File: src/rtl/pipe_stage_reg.sv
// pipe_stage_reg: parametrised inter-stage pipeline register.
// Carries FIELDS payload fields of WIDTH bits plus a valid bit. Flush and
// stall come from the hazard unit. On a stall the stage either holds its
// contents (STALL_MODE=0) or loads a bubble (STALL_MODE=1). Two saturating
// counters record stalled cycles and bubble loads for performance debug.
// The reset port is named "reset" but is asynchronous and active-low.
module pipe_stage_reg #(
  parameter int WIDTH      = 32,
  parameter int FIELDS     = 6,
  parameter int STALL_MODE = 0,
  parameter int CNT_W      = 16
) (
  input  logic                    clk,
  input  logic                    reset,
  input  logic                    stall,
  input  logic                    flush,
  input  logic                    clear_stats,
  input  logic                    valid_i,
  input  logic [FIELDS*WIDTH-1:0] data_i,
  output logic                    valid_o,
  output logic [FIELDS*WIDTH-1:0] data_o,
  output logic [CNT_W-1:0]        stall_cnt,
  output logic [CNT_W-1:0]        bubble_cnt
);

  localparam int DW = FIELDS * WIDTH;
  localparam logic [CNT_W-1:0] CNT_MAX = {CNT_W{1'b1}};
  localparam logic [CNT_W-1:0] CNT_ONE = {{(CNT_W-1){1'b0}}, 1'b1};

  logic          valid_q, valid_d;
  logic [DW-1:0] data_q, data_d;
  logic [CNT_W-1:0] stall_cnt_q, stall_cnt_d;
  logic [CNT_W-1:0] bubble_cnt_q, bubble_cnt_d;
  logic          bubbleLoad;
  logic          stallEdge;

  // Next slot contents: flush, then stall, then a normal load; invalid slots become zeroed bubbles.
  always_comb begin
    valid_d    = valid_q;
    data_d     = data_q;
    bubbleLoad = 1'b0;
    if (flush) begin
      valid_d    = 1'b0;
      data_d     = '0;
      bubbleLoad = 1'b1;
    end else if (stall) begin
      if (STALL_MODE == 1) begin
        valid_d    = 1'b0;
        data_d     = '0;
        bubbleLoad = 1'b1;
      end
    end else if (valid_i) begin
      valid_d = 1'b1;
      data_d  = data_i;
    end else begin
      valid_d    = 1'b0;
      data_d     = '0;
      bubbleLoad = 1'b1;
    end
  end

  // Statistics: a stalled edge is one where flush did not take priority; clear_stats overrides increments.
  always_comb begin
    stallEdge    = stall & ~flush;
    stall_cnt_d  = stall_cnt_q;
    bubble_cnt_d = bubble_cnt_q;
    if (clear_stats) begin
      stall_cnt_d  = '0;
      bubble_cnt_d = '0;
    end else begin
      if (stallEdge && (stall_cnt_q != CNT_MAX)) begin
        stall_cnt_d = stall_cnt_q + CNT_ONE;
      end
      if (bubbleLoad && (bubble_cnt_q != CNT_MAX)) begin
        bubble_cnt_d = bubble_cnt_q + CNT_ONE;
      end
    end
  end

  // State registers with asynchronous active-low reset.
  always_ff @(posedge clk or negedge reset) begin
    if (!reset) begin
      valid_q      <= 1'b0;
      data_q       <= '0;
      stall_cnt_q  <= '0;
      bubble_cnt_q <= '0;
    end else begin
      valid_q      <= valid_d;
      data_q       <= data_d;
      stall_cnt_q  <= stall_cnt_d;
      bubble_cnt_q <= bubble_cnt_d;
    end
  end

  assign valid_o    = valid_q;
  assign data_o     = data_q;
  assign stall_cnt  = stall_cnt_q;
  assign bubble_cnt = bubble_cnt_q;

endmodule

File: config.mk
export PLATFORM = sky130hd
export DESIGN_NAME = pipe_stage_reg
export DESIGN_NICKNAME = d
export VERILOG_FILES = /design/src/rtl/pipe_stage_reg.sv
export SDC_FILE = /design/constraint.sdc
export NUM_CORES = 1
export LEC_CHECK = 0
export CORE_AREA = 4 4 164 166
export DETAILED_ROUTE_END_ITERATION = 8
export DIE_AREA = 0 0 168 170
export PLACE_DENSITY = 0.78
export SLEW_MARGIN = 10
export SYNTH_ARGS = -nofsm -noshare
export SYNTH_HDL_FRONTEND = slang
export SYNTH_SLANG_ARGS = --single-unit
File: constraint.sdc
create_clock -name clk -period 2.8 [get_ports clk]
set_input_delay 0.56 -clock clk [delete_from_list [all_inputs] [get_ports clk]]
set_output_delay 0.56 -clock clk [all_outputs]
set_load 0.005 [all_outputs]
==> results.yml <==
floorplan:
  core_mm2: 0.0256
  io-pin-count: 423
  die-height_um: 170
  die-width_um: 168
  design.die.area_mm2: 0.0286
  start_util: 0.332
  num_rows: 59
worst_setup_path:
  critPathMaxStageDelay_ps: 860
  setup.worst_path.end_class: "register"
  critical_path.slowest_cell: "sky130_fd_sc_hd__o41ai_2"
  worstSetupPathType: "register to register"
  worst-endpoint-arrival_ps: 2830
  reg2reg_from: "stall_cnt[0]"
  crit_fanout: 11
  worstPathRequired_ps: 3190
  critPathLaunch: "stall_cnt[0]"
  worstPathCellList: "ha_1 -> nand4_1 -> o41ai_2 -> buf_4 -> buf_4 -> mux2i_1 -> nor2_1"
  critPathMostFrequentCell: "sky130_fd_sc_hd__buf_4"
  cp-start-kind: "register"
routing:
  drt.antenna.violating_nets: 0
  drc: 0
  avgViaCountPerCell: 5.15
  drt-total-wl_mm: 27.3
  wl_per_cell_um: 19.7
  num_vias: 7144
  drtIter0Drc: 462
  length_of_the_first_detailed_routing_pass_in_iterations: 4
sta:
  max_freq_ghz: 0.409
  final-setup-viol-count: 0
  finalHoldViolations: 0
  rsz0062_at_grt: "no"
  report.final.slew_viol_count: 0
  layout_worst_path_cycle_share: 0.874
  worst_pin_slew_ps: 851
  relative_slew_margins: 0.427
  fin_setup_tns_ps: 0
  period_needed_ps: 2450
  fin_worst_skew_ps: 5.88
logic_synthesis:
  synth-async-reset-ratio: 1.00
  synth_unique_cells: 41
  synth_enable_flop_cells: 0
  yosys_most_used_dff: "sky130_fd_sc_hd__dfrtp_1"
  mappedNetlistNets: 822
  synth.yosys.seq_area_share: 0.663
  synth_area_mm2: 0.00850
  yosys_register_bits: 225
  postSynthCellCount: 622
  syn_avg_cell_area_um2: 13.7
  synthesis.yosys.warnings: 0
finish:
  layout.cells.most_common_list: "sky130_fd_sc_hd__clkdlybuf4s50_1, sky130_fd_sc_hd__dfrtp_1, sky130_fd_sc_hd__a22o_1"
  ratio_of_cells_with_drive_above_1_in_the_final_layout: 0.0551
  layout.filler_cells: 2105
  layout.cells.most_common: "sky130_fd_sc_hd__clkdlybuf4s50_1"
  final_cell_area_mm2: 0.0139
  insertedDiodeCount: 0
  syn2layout_area_growth_pct: 63.4
  layout.nets: 1237
global_route:
  overflow: 0
  grt_pass1_wl_mm: 42.3
  antenna_found_initial: 0
  globalRouteTotalUtil: 0.181
  via_count_of_the_first_global_routing_pass: 7513
  grt_start_max_net_pins: 107
clocking:
  cts_tree: "built"
  cts_max_level: 1
  holdBufCountCts: 0
  clk_path_buf_depth: 3
  post_cts_resize_count: 0
  cts.root.buffer_cell: "sky130_fd_sc_hd__clkbuf_16"
  numCtsBuffers: 24
  worstSkewPairLatency_ps: 500
  numClockSinks: 225
  post-cts-setup-buffer-count: 0
  register_clock_pin_slew_on_the_reported_worst_setup_and_hold_paths_ps: 60
place:
  post-dp-hpwl_mm: 19.3
  port-buffer-count: 422
  place_congestion: 0.815
  placed_cell_area_mm2: 0.0131
min_path:
  worst_hold_path_type: "input port to asynchronous set/reset pin"
power_and_ir_drop:
  comb_power_share: 0.116
  power.clock.fraction: 0.417
  cellLeakagePower_nw: 5.97
  sw_frac_of_total: 0.221
  cell_internal_pwr_w: 0.00574
  ir_drop_uv: 362
  seqPwrFrac: 0.467
  reported_net_switching_power_w: 0.00163
  power-per-cell-area_mw_per_mm2: 530
run:
  max_cap_violations: 0
run_status:
  status: "finished clean"
## metal layers
layer / vias up / wire [um] / track usage / share of wire
met5: - / 0 / 0 / 0
met3: 57 / 2140 / 0.0513 / 0.078
met1: 3549 / 10900 / 0.227 / 0.40
met2: 290 / 13500 / 0.306 / 0.49
li1: 3248 / - / - / -
met4: 0 / 816 / 0.0568 / 0.030
## kinds of logic after synthesis
group | synth area share
simple gates | 0.0617
xor+xnor | 0.00103
mux | 0.00618
fa+ha+maj | 0.00294
compound gates | 0.237
buf+inv | 0.0281
flops | 0.663
## final cells by class
cell class	instances	area [um^2]	share of cell area
Sequential cell	225	5630	0.405
Timing Repair Buffer	438	4420	0.319
Multi-Input combinational cell	343	2640	0.190
Clock buffer	39	718	0.0517
Tap cell	335	419	0.0302
Clock inverter	2	37.5	0.00270
Inverter	5	18.8	0.00135
## power by group through the flow
stage	clock network, W	registers [W]	logic (W)
floorplan	0	0.00349	0.000201
global placement	0	0.00349	0.000853
detailed placement	0	0.00349	0.000866
CTS	0.00315	0.00343	0.000870
global route	0.00329	0.00345	0.000920
finish	0.00307	0.00343	0.000857
## per-stage QoR
stage | util | setup WS (ps) | total power, W | instances | hold slack (ps)
global placement | 0.513 | 368 | 0.00434 | 1346 | 460
floorplan | - | 988 | 0.00369 | 622 | 264
finish | 0.542 | 353 | 0.00736 | 1387 | 43.6
global route | 0.542 | 130 | 0.00766 | 1387 | 79.5
detailed placement | 0.513 | 336 | 0.00435 | 1346 | 477
CTS | 0.542 | 348 | 0.00746 | 1387 | 45.2
## cell usage after synthesis, types with 9 or more instances
cell type / number / area (um^2)
sky130_fd_sc_hd__dfrtp_1: 225 / 5630
sky130_fd_sc_hd__o31ai_1: 9 / 67.6
sky130_fd_sc_hd__or3_1: 13 / 81.3
sky130_fd_sc_hd__nand2_1: 13 / 48.8
sky130_fd_sc_hd__or4_1: 10 / 75.1
sky130_fd_sc_hd__buf_2: 10 / 50.1
sky130_fd_sc_hd__o21ai_0: 12 / 60.1
sky130_fd_sc_hd__a22o_1: 192 / 1680
sky130_fd_sc_hd__a21oi_1: 23 / 115
sky130_fd_sc_hd__nand4_1: 10 / 62.6
sky130_fd_sc_hd__nor2_1: 11 / 41.3
sky130_fd_sc_hd__nand3_1: 9 / 45.0
sky130_fd_sc_hd__clkbuf_1: 37 / 139
## state kept, by name, summed over array words and instances (netlist names)
register	count
bubble_cnt	16
data_o	192
stall_cnt	16
valid_o	1
## critical path, delay by kind of cell, from the launching register on
kind | cells | cell delay, ps
AO/OA/AOI/OAI | 1 | 860
buffers and inverters | 2 | 410
flip-flops | 1 | 410
AND/OR/NAND/NOR | 2 | 250
adder cells (fa/ha/maj) | 1 | 220
multiplexers | 1 | 180
## path summary, 6_finish.rpt
| kind | slack (ps) | end | cells after the start |
|---|---|---|---|
| min in group clk | 490 | valid_o | 1 |
| hold / removal | 40 | data_o[69] | 1 |
| setup / recovery | 350 | stall_cnt[1] | 7 |
| setup reg to reg | 350 | stall_cnt[1] | 7 |
| max in group asynchronous | 2010 | bubble_cnt[15] | 2 |
| hold reg to reg | 490 | valid_o | 1 |
No activity file was read; power rests on OpenSTA's default activity.
